**src/rtl/time_counter.sv**
```systemverilog
// ============================================================================
// Module   : time_counter
// Purpose  : HH:MM:SS BCD time of day advanced by 1 Hz tick edges, with
//            manual set mode. Optional hourly chime: TIME_COUNTER_CHIME_EN.
// Revision : 1.0  initial release
// ============================================================================
`default_nettype none

module time_counter #(
  parameter int MAX_HOUR  = 23,
  parameter int INIT_HOUR = 0,
  parameter int INIT_MIN  = 0
`ifdef TIME_COUNTER_CHIME_EN
  ,
  parameter int CHIME_SECS = 5
`endif
) (
  input  logic       clk,
  input  logic       rst_n,
  input  logic       clk_1HZ_in,
  input  logic       set_en,
  input  logic [1:0] set_sel,
  input  logic       set_inc,
  output logic [7:0] sec_bcd,
  output logic [7:0] min_bcd,
  output logic [7:0] hour_bcd,
  output logic       sec_tick,
  output logic       hour_chime
);

  localparam logic [7:0] C_MAX_HOUR_BCD  = {4'(MAX_HOUR / 10), 4'(MAX_HOUR % 10)};
  localparam logic [7:0] C_INIT_HOUR_BCD = {4'(INIT_HOUR / 10), 4'(INIT_HOUR % 10)};
  localparam logic [7:0] C_INIT_MIN_BCD  = {4'(INIT_MIN / 10), 4'(INIT_MIN % 10)};

  logic       r_prev_1hz;
  logic       r_prev_inc;
  logic       w_tick_edge;
  logic       w_inc_edge;
  logic       w_count;
  logic       w_set_inc;
  logic [7:0] w_sec_nxt;
  logic [7:0] w_min_nxt;
  logic [7:0] w_hour_nxt;

  function automatic logic [7:0] inc_bcd(input logic [7:0] v, input logic [7:0] last);
    if (v == last)
      return 8'h00;
    else if (v[3:0] == 4'd9)
      return {v[7:4] + 4'd1, 4'd0};
    else
      return {v[7:4], v[3:0] + 4'd1};
  endfunction

  assign w_tick_edge = clk_1HZ_in & ~r_prev_1hz;
  assign w_inc_edge  = set_inc & ~r_prev_inc;
  assign w_count     = w_tick_edge & ~set_en;
  assign w_set_inc   = w_inc_edge & set_en;

  // Counting carries across fields; set-mode increments wrap within one field.
  always_comb begin
    w_sec_nxt  = sec_bcd;
    w_min_nxt  = min_bcd;
    w_hour_nxt = hour_bcd;
    if (w_count) begin
      w_sec_nxt = inc_bcd(sec_bcd, 8'h59);
      if (sec_bcd == 8'h59) begin
        w_min_nxt = inc_bcd(min_bcd, 8'h59);
        if (min_bcd == 8'h59)
          w_hour_nxt = inc_bcd(hour_bcd, C_MAX_HOUR_BCD);
      end
    end else if (w_set_inc) begin
      case (set_sel)
        2'd0:    w_sec_nxt  = inc_bcd(sec_bcd, 8'h59);
        2'd1:    w_min_nxt  = inc_bcd(min_bcd, 8'h59);
        2'd2:    w_hour_nxt = inc_bcd(hour_bcd, C_MAX_HOUR_BCD);
        default: ;
      endcase
    end
  end

  // History registers reset high so an input already high at release is not an edge.
  always_ff @(posedge clk) begin
    if (!rst_n) begin
      r_prev_1hz <= 1'b1;
      r_prev_inc <= 1'b1;
      sec_bcd    <= 8'h00;
      min_bcd    <= C_INIT_MIN_BCD;
      hour_bcd   <= C_INIT_HOUR_BCD;
      sec_tick   <= 1'b0;
    end else begin
      r_prev_1hz <= clk_1HZ_in;
      r_prev_inc <= set_inc;
      sec_bcd    <= w_sec_nxt;
      min_bcd    <= w_min_nxt;
      hour_bcd   <= w_hour_nxt;
      sec_tick   <= w_count;
    end
  end

`ifdef TIME_COUNTER_CHIME_EN
  logic       r_chime;
  logic [7:0] r_chime_cnt;
  logic       w_rollover;

  assign w_rollover = w_count & (sec_bcd == 8'h59) & (min_bcd == 8'h59);

  // Counter holds the number of further ticks the chime survives.
  always_ff @(posedge clk) begin
    if (!rst_n) begin
      r_chime     <= 1'b0;
      r_chime_cnt <= 8'd0;
    end else if (w_rollover) begin
      r_chime     <= 1'b1;
      r_chime_cnt <= 8'(CHIME_SECS);
    end else if (set_en) begin
      r_chime     <= 1'b0;
      r_chime_cnt <= 8'd0;
    end else if (w_count && r_chime) begin
      if (r_chime_cnt <= 8'd1) begin
        r_chime     <= 1'b0;
        r_chime_cnt <= 8'd0;
      end else begin
        r_chime_cnt <= r_chime_cnt - 8'd1;
      end
    end
  end

  assign hour_chime = r_chime;
`else
  assign hour_chime = 1'b0;
`endif

endmodule

`default_nettype wire

```
**config.mk**
```make
export PLATFORM = sky130hd
export DESIGN_NAME = time_counter
export DESIGN_NICKNAME = d
export VERILOG_FILES = /design/src/rtl/time_counter.sv
export SDC_FILE = /design/constraint.sdc
export NUM_CORES = 1
export LEC_CHECK = 0
export ABC_AREA = 0
export CAP_MARGIN = 25
export CORE_AREA = 2 2 60 62
export DETAILED_ROUTE_END_ITERATION = 16
export DIE_AREA = 0 0 62 64
export PLACE_DENSITY_LB_ADDON = 0.25
export SYNTH_ARGS = -nofsm -noshare
export SYNTH_HDL_FRONTEND = slang
export SYNTH_SLANG_ARGS = --single-unit
```
**constraint.sdc**
```tcl
create_clock -name clk -period 1.9 [get_ports clk]
set_input_delay 0.38 -clock clk [delete_from_list [all_inputs] [get_ports clk]]
set_output_delay 0.38 -clock clk [all_outputs]
set_load 0.02 [all_outputs]
```
==> impl_metrics.ini, run 1 <==
[placed_design]
gp_congestion = 0.766
io_buffers = 31
hpwl_um = 2460

[drt]
wl_um = 3330
ant_nets = 0
drc = 0
avgRoutedWirePerCell_um = 12.9
firstDrtPassIters = 4
via_count = 1384
drt_iter0_markers = 67
vias_per_cell = 5.36

[timing]
final.min_clock_period_ns = 1.84
finalHoldViolCount = 0
fin_setup_tns_ns = 0
max_clock_freq_ghz = 0.543
skew_ns = 0.00503
finalSetupViolCount = 0
rsz0062_at_grt = true
finalCritPeriodShare_pct = 97.0
slew_viol_final = 0

[die]
dieHeight_um = 64
ios = 33
start_util_pct = 43.3
dieArea_um2 = 3970
die_w_um = 62
fp-row-count = 21
core_area_um2 = 3280

[clock_tree]
clk_latency_ns = 0.33
root_buffer = clkbuf_4
cts_buffer_depth = 2
tritoncts_num_sinks = 27
cts_buffers = 3
htree_levels = 1
cts_tree = yes
clk_pin_slew_ns = 0.15

[cells_and_area]
final_nets = 232
diodes = 0
area_delta_synth_final_pct = 38.5
drive_gt1_share_pct = 19.3

[synthesis]
mappedNetlistNets = 183
ys_ff_latch = 27
syn_area_per_cell_um2 = 8.67
synth_ff_type = dfxtp_1
synthDistinctLibCells = 40
ys_seq_area_share_pct = 38.0
yosysWarnings = 0
syn_inst = 164
synth_edf_count = 0
synth.largest_area_cell = dfxtp_1
netlist_area_um2 = 1420
async_flop_share_pct = 0
yosysTopAreaCellShare_pct = 38.0
ys_top_cells_by_area = dfxtp_1 (38%), ha_1 (11%), a21oi_1 (6.0%)

[pwr]
seq_power_share_pct = 64.2
p_per_area_nw_per_um2 = 453
p_clk_share_pct = 28.9
p_int_mw = 0.676
swShare_pct = 24.1
total_power_mw = 0.891
ir_worst_vdd_uv = 289
power_frac_comb_pct = 6.9
power.leakage_nw = 0.777
power_switching_mw = 0.215

[global_routing]
track_usage_pct = 17.8
antenna_found_initial = 0
grt_pass1_wl_um = 5530
grt_start_max_net_pins = 16
grt_pass1_vias = 1304
gr-total-overflow = 0

[flow_run]
drv_cap = 0

[worst_setup_path]
worstSetupPathType = reg -> reg
worstSetupStartpointType = flip-flop
crit_required_ns = 2.18
crit_path_end_kind = flip-flop
crit_arrival_ns = 2.12
crit_fanout = 5

[min_path]
hp-class = reg -> reg

[run_status]
outcome = finished clean
[path summary, 6_finish.rpt]
check / startpoint / end / slack, ns / depth (start not counted)
setup / recovery: sec_bcd[5]$_SDFFE_PN0P_ / hour_bcd[7]$_SDFFE_PN0P_ / 0.06 / 7
hold / removal: sec_bcd[5]$_SDFFE_PN0P_ / sec_bcd[5]$_SDFFE_PN0P_ / 0.51 / 2
hold reg to reg: sec_bcd[5]$_SDFFE_PN0P_ / sec_bcd[5]$_SDFFE_PN0P_ / 0.51 / 2
setup reg to reg: sec_bcd[5]$_SDFFE_PN0P_ / hour_bcd[7]$_SDFFE_PN0P_ / 0.06 / 7
[sequential cells by signal (all words and copies together), names as in the netlist]
| register | cells |
|---|---|
| r_prev_1hz | 1 |
| sec_tick | 1 |
| min_bcd | 8 |
| sec_bcd | 8 |
| r_prev_inc | 1 |
| hour_bcd | 8 |
[metrics by stage]
stage          cells  area (um2)  setup slack [ns]  utilization, %  hold slack (ns)
2_1_floorplan    164        1440           0.00857               -            0.453
3_3_place_gp     250        1880            -0.213            57.3            0.471
3_5_place_dp     250        1880            -0.276            57.3            0.488
4_1_cts          254        1910            0.0354            58.1            0.508
5_1_grt          258        1970           -0.0171            59.9            0.547
6_report         258        1970            0.0575            59.9            0.511
[timing repair]
item                       in CTS  in global routing
setup endpoints to repair       0                  8
setup buffers                   0                  4
gates resized for setup         0                 10
hold endpoints to repair        0                  0
hold buffers                    0                  0
[critical path, stage by stage, from the launching register on]
cell     delay (ns)
dfxtp_2        0.37
inv_1          0.06
ha_1           0.16
and3b_2        0.25
nand3_4        0.09
o21a_1         0.21
or4_1          0.50
a21oi_1        0.15
[synthesized netlist by cell type, types with 2 or more instances]
master    count
a21oi_1      17
mux2i_1       3
a31oi_1       2
or4_1         3
nand2_1      13
nand2b_1      4
clkbuf_1      2
ha_1         12
nor2_1       11
nand3b_1      3
or3_1         3
nor3_1        4
and3b_2       2
o31ai_1       3
and3b_1       3
dfxtp_1      27
nand3_1       9
nand4_1       2
inv_1        11
o21ai_0       7
o211ai_1      4
[per-layer routing]
layer  GRT usage (%)  up-vias  share of wire, %
li1                -      690                 -
met1            22.4      665                45
met2            29.8       27                52
met3            3.24        2               3.2
met4            5.59        0              0.60
met5               0        -                 0
[power groups by stage]
stage	clock network, mW	registers (mW)	logic [mW]
finish	0.258	0.572	0.0615
global route	0.297	0.573	0.0674
CTS	0.268	0.573	0.0608
detailed placement	0	0.585	0.0607
global placement	0	0.585	0.0589
floorplan	0	0.587	0.0256
[cell type report]
class	count	area, um2
fillers	310	1320
multi-input cells	121	837
flip-flops and latches	27	558
repair buffers	48	443
well taps	46	57.6
inverters	12	45.0
clock buffers	3	22.5
clock inverters	1	5.00
[cell families after synthesis]
| family | count (synthesis) | share of synthesized area (%) |
|---|---|---|
| other cells | 1 | 0.264 |
| simple gates | 65 | 26.4 |
| compound gates | 40 | 17.6 |
| fa+ha+maj | 12 | 10.6 |
| buf+inv | 16 | 5.02 |
| flops | 27 | 38.0 |
| mux | 3 | 2.11 |
[placed cells by master (no fill, tap or decap), types with 7 or more instances in the layout]
cell type / synthesis / layout
dfxtp_1: 27 / 19
ha_1: 12 / 12
clkdlybuf4s50_1: 0 / 29
nor2_1: 11 / 11
buf_4: 1 / 17
a21oi_1: 17 / 17
nand3_1: 9 / 9
o21ai_0: 7 / 7
nand2_1: 13 / 13
inv_1: 11 / 11
Note: power is estimated with default switching activity, not from simulation.
==> run 2: changes to the inputs <==
--- a/config.mk
+++ b/config.mk
@@ -7,10 +7,12 @@
 export LEC_CHECK = 0
 export ABC_AREA = 0
 export CAP_MARGIN = 25
-export CORE_AREA = 2 2 60 62
+export CORE_AREA = 2 2 57 59
 export DETAILED_ROUTE_END_ITERATION = 16
-export DIE_AREA = 0 0 62 64
+export DIE_AREA = 0 0 59 61
 export PLACE_DENSITY_LB_ADDON = 0.25
+export SETUP_SLACK_MARGIN = 0.5
+export SLEW_MARGIN = 15
 export SYNTH_ARGS = -nofsm -noshare
 export SYNTH_HDL_FRONTEND = slang
 export SYNTH_SLANG_ARGS = --single-unit
==> constraint.sdc (replaced) <==
create_clock -name clk -period 2 [get_ports clk]
set_input_delay 0.4 -clock clk [delete_from_list [all_inputs] [get_ports clk]]
set_output_delay 0.4 -clock clk [all_outputs]
set_load 0.02 [all_outputs]
==> run 2 against run 1 <==
  * Worst setup slack improved by 0.18 ns
  * Count of clock-buffer cells in the layout unchanged
  * Fmax increased by 4.3%
  * Critical path type unchanged
==> impl_metrics.ini, run 2 (same netlist as run 1, synthesis figures left out) <==
[die]
die_w_um = 59
core_area_um2 = 2950
fp-row-count = 20
ios = 33
dieArea_um2 = 3600
start_util_pct = 48.1
dieHeight_um = 61

[timing]
finalHoldViolCount = 0
finalCritPeriodShare_pct = 88.3
fin_setup_tns_ns = 0
finalSetupViolCount = 0
max_clock_freq_ghz = 0.566
final.min_clock_period_ns = 1.77
rsz0062_at_grt = true
slew_viol_final = 0
skew_ns = 0.00835

[placed_design]
io_buffers = 31
dp_cells = 238
hpwl_um = 2390
gp_congestion = 0.902

[clock_tree]
cts_hold_buf = 0
tritoncts_num_sinks = 27
clk_latency_ns = 0.32
root_buffer = clkbuf_4
htree_levels = 1
cts_buffer_depth = 2
cts_tree = yes
clk_pin_slew_ns = 0.15
cts_buffers = 3

[run_status]
outcome = finished clean

[cells_and_area]
final_cell_count_no_fill = 252
area_delta_synth_final_pct = 41.5
drive_gt1_share_pct = 34.7
reg.largest.list = hour_bcd x8, min_bcd x8, sec_bcd x8
final_nets = 239
diodes = 0
final_cell_mix = buf_4 (22), dfxtp_1 (15), a21oi_1 (13), nand2_1 (12), clkbuf_2 (12)
layout_commonest_cell = buf_4
postLayoutCoreUtil_pct = 68.1

[pwr]
seq_power_share_pct = 64.9
total_power_mw = 0.831
p_int_mw = 0.637
p_clk_share_pct = 27.7
power.leakage_nw = 0.849
p_per_area_nw_per_um2 = 414
swShare_pct = 23.3
power_switching_mw = 0.194
ir_worst_vdd_uv = 206
power_frac_comb_pct = 7.4

[drt]
ant_nets = 0
drc = 0
avgRoutedWirePerCell_um = 13.8
via_count = 1393
wl_um = 3470
firstDrtPassIters = 4
drt_iter0_markers = 63
vias_per_cell = 5.53

[global_routing]
grt_start_max_net_pins = 16
gr-total-overflow = 0
track_usage_pct = 20.0
grt_pass1_vias = 1316
antenna_found_initial = 0
grt_pass1_wl_um = 5460

[worst_setup_path]
worstSetupPathType = reg -> reg
r2r_slack_ns = 0.23
crit_fanout = 4
crit_required_ns = 2.25
worstSetupStartpointType = flip-flop
crit_path_end_kind = flip-flop
crit_arrival_ns = 2.02

[flow_run]
drv_cap = 0

[min_path]
hp-class = in -> reg
## run 2: cell types whose count changed in the layout (fill, tap and decap cells not counted), sizes merged
| cell | delta |
|---|---|
| clkbuf | +12 |
| clkdlybuf4s50 | -27 |
| buf | +7 |
| dlymetal6s2s | -2 |
| clkdlybuf4s15 | +6 |
| dlygate4sd2 | +11 |
## run 2: cell type report
| class | instances | area [um2] |
|---|---|---|
| timing repair buffer | 55 | 428 |
| clock buffer | 3 | 22.5 |
| inverter | 12 | 45.0 |
| tap | 33 | 41.3 |
| sequential | 27 | 571 |
| clock inverter | 1 | 5.00 |
| fill | 244 | 942 |
| multi-input combinational | 121 | 898 |
## run 2: worst paths after layout
path	from	end	cells after the start
max reg2reg	sec_bcd[5]$_SDFFE_PN0P_	hour_bcd[6]$_SDFFE_PN0P_	7
min reg2reg	hour_bcd[4]$_SDFFE_PN0P_	hour_bcd[4]$_SDFFE_PN0P_	1
max	sec_bcd[5]$_SDFFE_PN0P_	hour_bcd[6]$_SDFFE_PN0P_	7
min	set_inc	r_prev_inc$_SDFF_PN1_	2
## run 2: per-stage QoR
step                hold slack (ns)  cell area, um2  setup slack, ns
CTS                           0.420            1990            0.258
global route                  0.421            2010            0.162
detailed placement            0.474            1890           -0.212
global placement              0.468            1890           -0.151
floorplan                     0.473            1460            0.163
finish                        0.433            2010            0.234
## run 2: what timing repair did
item	in CTS	in global routing
pin swaps	7	4
resized for setup	53	34
setup buffers	7	3
endpoints found under the setup margin	47	39
## run 2: critical path, stage by stage, from the launching register on
cell and delay (ns):
dfxtp_2 0.35, inv_1 0.05, ha_1 0.16, and3b_2 0.24, nand3_4 0.08, o21a_1 0.23, or4_1 0.46, a21oi_1 0.14
## run 2: power by group through the flow
stage	logic (mW)	clock network, mW	registers [mW]
floorplan	0.0249	0	0.557
global placement	0.0584	0	0.555
detailed placement	0.0604	0	0.555
CTS	0.0599	0.244	0.541
global route	0.0661	0.267	0.541
finish	0.0614	0.230	0.540
## run 2: metal layers
layer / vias up / routed length [um] / track usage, %
met5: - / 0 / 0
met4: 0 / 62 / 10.1
met3: 6 / 139 / 2.77
met2: 37 / 1730 / 34.6
met1: 647 / 1540 / 24.2
li1: 703 / - / -
==> run 3: changes to the inputs <==
--- a/config.mk
+++ b/config.mk
@@ -5,11 +5,11 @@
 export SDC_FILE = /design/constraint.sdc
 export NUM_CORES = 1
 export LEC_CHECK = 0
-export ABC_AREA = 0
+export ABC_AREA = 1
 export CAP_MARGIN = 25
-export CORE_AREA = 2 2 57 59
+export CORE_AREA = 2 2 60 62
 export DETAILED_ROUTE_END_ITERATION = 16
-export DIE_AREA = 0 0 59 61
+export DIE_AREA = 0 0 62 64
 export PLACE_DENSITY_LB_ADDON = 0.25
 export SETUP_SLACK_MARGIN = 0.5
 export SLEW_MARGIN = 15
==> constraint.sdc (replaced) <==
create_clock -name clk -period 1.84 [get_ports clk]
set_input_delay 0.368 -clock clk [delete_from_list [all_inputs] [get_ports clk]]
set_output_delay 0.368 -clock clk [all_outputs]
set_load 0.005 [all_outputs]
==> run 3 against run 2 <==
  * Non-clock buffer count up 33
  * Power up 21%
  * Sequential share of layout area down 6.7 points
  * Clock power up 19%
  * Worst setup slack better by 0.035 ns
  * Global-route usage up 4.8 points
==> impl_metrics.ini, run 3 <==
[die]
core_area_um2 = 3280
fp-row-count = 21
ios = 33
dieHeight_um = 64
start_util_pct = 47.9
die_w_um = 62
dieArea_um2 = 3970

[timing]
max_clock_freq_ghz = 0.636
skew_ns = 0.00915
fin_setup_tns_ns = 0
finalHoldViolCount = 0
rsz0062_at_grt = true
whs_ns = 0.278
final.min_clock_period_ns = 1.57
finalCritPeriodShare_pct = 85.4
finalSetupViolCount = 0
slew_viol_final = 0

[worst_setup_path]
worstSetupStartpointType = flip-flop
crit_required_ns = 2.12
path_buf_inv = 2
path_cells = buf_6, ha_4, nand3_4, o21ai_4, buf_6, nand4_4, nor2_1, nor2_1, nor2_1
path_delay_family = simple AND/OR/NAND/NOR gates
crit_arrival_ns = 1.85
worstSetupPathType = reg -> reg
crit_path_top_delay_cell = dfxtp_4
cp_slowest_stage_delay_ns = 0.38
crit_fanout = 4
crit_path_end_kind = flip-flop
path_common_cell = nor2_1

[cells_and_area]
diodes = 0
final_nets = 319
stdcell_area_um2 = 2770
final_cell_mix = buf_4 (47), nand2_1 (27), nor2_1 (20), clkdlybuf4s15_1 (16), dfxtp_2 (14)
layout_commonest_cell = buf_4
drive_gt1_share_pct = 56.9
area_delta_synth_final_pct = 76.1
postLayoutCoreUtil_pct = 84.3
reg.largest.list = hour_bcd x8, min_bcd x8, sec_bcd x8
fill_cells = 178

[drt]
avgRoutedWirePerCell_um = 16.5
via_count = 1803
drt_iter0_markers = 128
vias_per_cell = 5.23
wl_um = 5680
firstDrtPassIters = 4
ant_nets = 0
drc = 0

[synthesis]
ys_seq_area_share_pct = 34.4
ys_ff_latch = 27
synthTopCellsByCount = nand2_1 (40), dfxtp_1 (27), nor2_1 (27)
yosysMostFrequentCell = nand2_1
syn_area_per_cell_um2 = 7.49
yosysWarnings = 0
ys_top_cells_by_area = dfxtp_1 (34%), ha_1 (9.5%), nand2_1 (9.5%)
yosysTopAreaCellShare_pct = 34.4
synthDistinctLibCells = 33
netlist_area_um2 = 1570
synth_ff_type = dfxtp_1
synth_edf_count = 0
async_flop_share_pct = 0
synth.largest_area_cell = dfxtp_1
mappedNetlistNets = 229
syn_inst = 210

[clock_tree]
cts_buffer_depth = 2
clk_pin_slew_ns = 0.16
tritoncts_num_sinks = 27
cts_buffers = 3
clk_latency_ns = 0.34
cts_tree = yes
root_buffer = clkbuf_4
htree_levels = 1

[placed_design]
io_buffers = 31
gp_congestion = 0.822
hpwl_um = 2330
dpl_cell_area_um2 = 1950

[global_routing]
grt_pass1_wl_um = 7380
track_usage_pct = 24.7
antenna_found_initial = 0
grt_pass1_vias = 1715
gr-total-overflow = 0
grt_start_max_net_pins = 16

[run_status]
outcome = finished clean

[pwr]
total_power_mw = 1.00
power.leakage_nw = 1.27
ir_worst_vdd_uv = 250
p_per_area_nw_per_um2 = 363

[flow_run]
drv_cap = 0

[min_path]
hp-class = in -> reg
run 3: changes by cell type in the layout (fill, tap and decap cells not counted), sizes merged, moves of 9 or more:
cell | before | now
buf | 24 | 60
nand2 | 13 | 49
nor2 | 11 | 33
inv | 11 | 24
clkdlybuf4s15 | 6 | 16
dlygate4sd2 | 11 | 2
run 3: report_power, final:
part	switching (mW)	internal, mW	total [mW]	leakage, nW
Sequential	0.00566	0.579	0.584	0.234
Combinational	0.0793	0.0668	0.146	1.02
Clock	0.192	0.0818	0.274	0.0177
Total	0.277	0.727	1.00	1.27
run 3: what timing repair did:
action	4_1_cts	5_1_grt
resized for setup	103	78
endpoints found under the hold margin	0	0
pin swaps	22	25
hold buffers	0	0
buffers inserted	48	7
endpoints found under the setup margin	49	48
run 3: metal layers:
metal	global-route usage [%]	share of wire, %	up-vias
met5	0	0	-
met4	11.2	3.1	0
met3	3.44	4.8	20
met2	43.0	53	81
met1	28.6	39	860
li1	-	-	842
run 3: logic make-up (layout without fill, tap and decap cells):
logic type,Yosys count,after routing,share of synthesized area (%)
fa+ha+maj,12,12,9.55
flops,27,27,34.4
buf+inv,27,116,6.92
simple gates,107,107,34.1
xor+xnor,8,8,4.46
other cells,1,1,0.238
compound gates,28,28,10.3
run 3: path summary, 6_finish.rpt:
path	from	to	slack, ns	depth (start not counted)
min	clk_1HZ_in	r_prev_1hz$_SDFF_PN1_	0.28	2
min reg2reg	min_bcd[5]$_SDFFE_PN0P_	min_bcd[5]$_SDFFE_PN0P_	0.55	2
max	sec_bcd[4]$_SDFFE_PN0P_	hour_bcd[6]$_SDFFE_PN0P_	0.27	9
max reg2reg	sec_bcd[4]$_SDFFE_PN0P_	hour_bcd[6]$_SDFFE_PN0P_	0.27	9
run 3: worst reg2reg max path: stages (launching register included):
cell	delay, ns
dfxtp_4	0.38
buf_6	0.10
ha_4	0.13
nand3_4	0.08
o21ai_4	0.25
buf_6	0.14
nand4_4	0.13
nor2_1	0.16
nor2_1	0.08
nor2_1	0.09
run 3: layout make-up:
cell class	instances	area, um2	area share (%)
multi-input cells	156	1210	43.7
repair buffers	88	773	27.9
flip-flops and latches	27	599	21.6
inverters	24	103	3.70
well taps	46	57.6	2.08
clock buffers	3	22.5	0.813
clock inverters	1	5.00	0.181
run 3: through the flow:
stage	setup slack (ns)	cells
3_5_place_dp	-0.0343	286
4_1_cts	0.256	338
2_1_floorplan	0.487	210
3_3_place_gp	-0.00285	286
5_1_grt	0.211	345
6_report	0.268	345
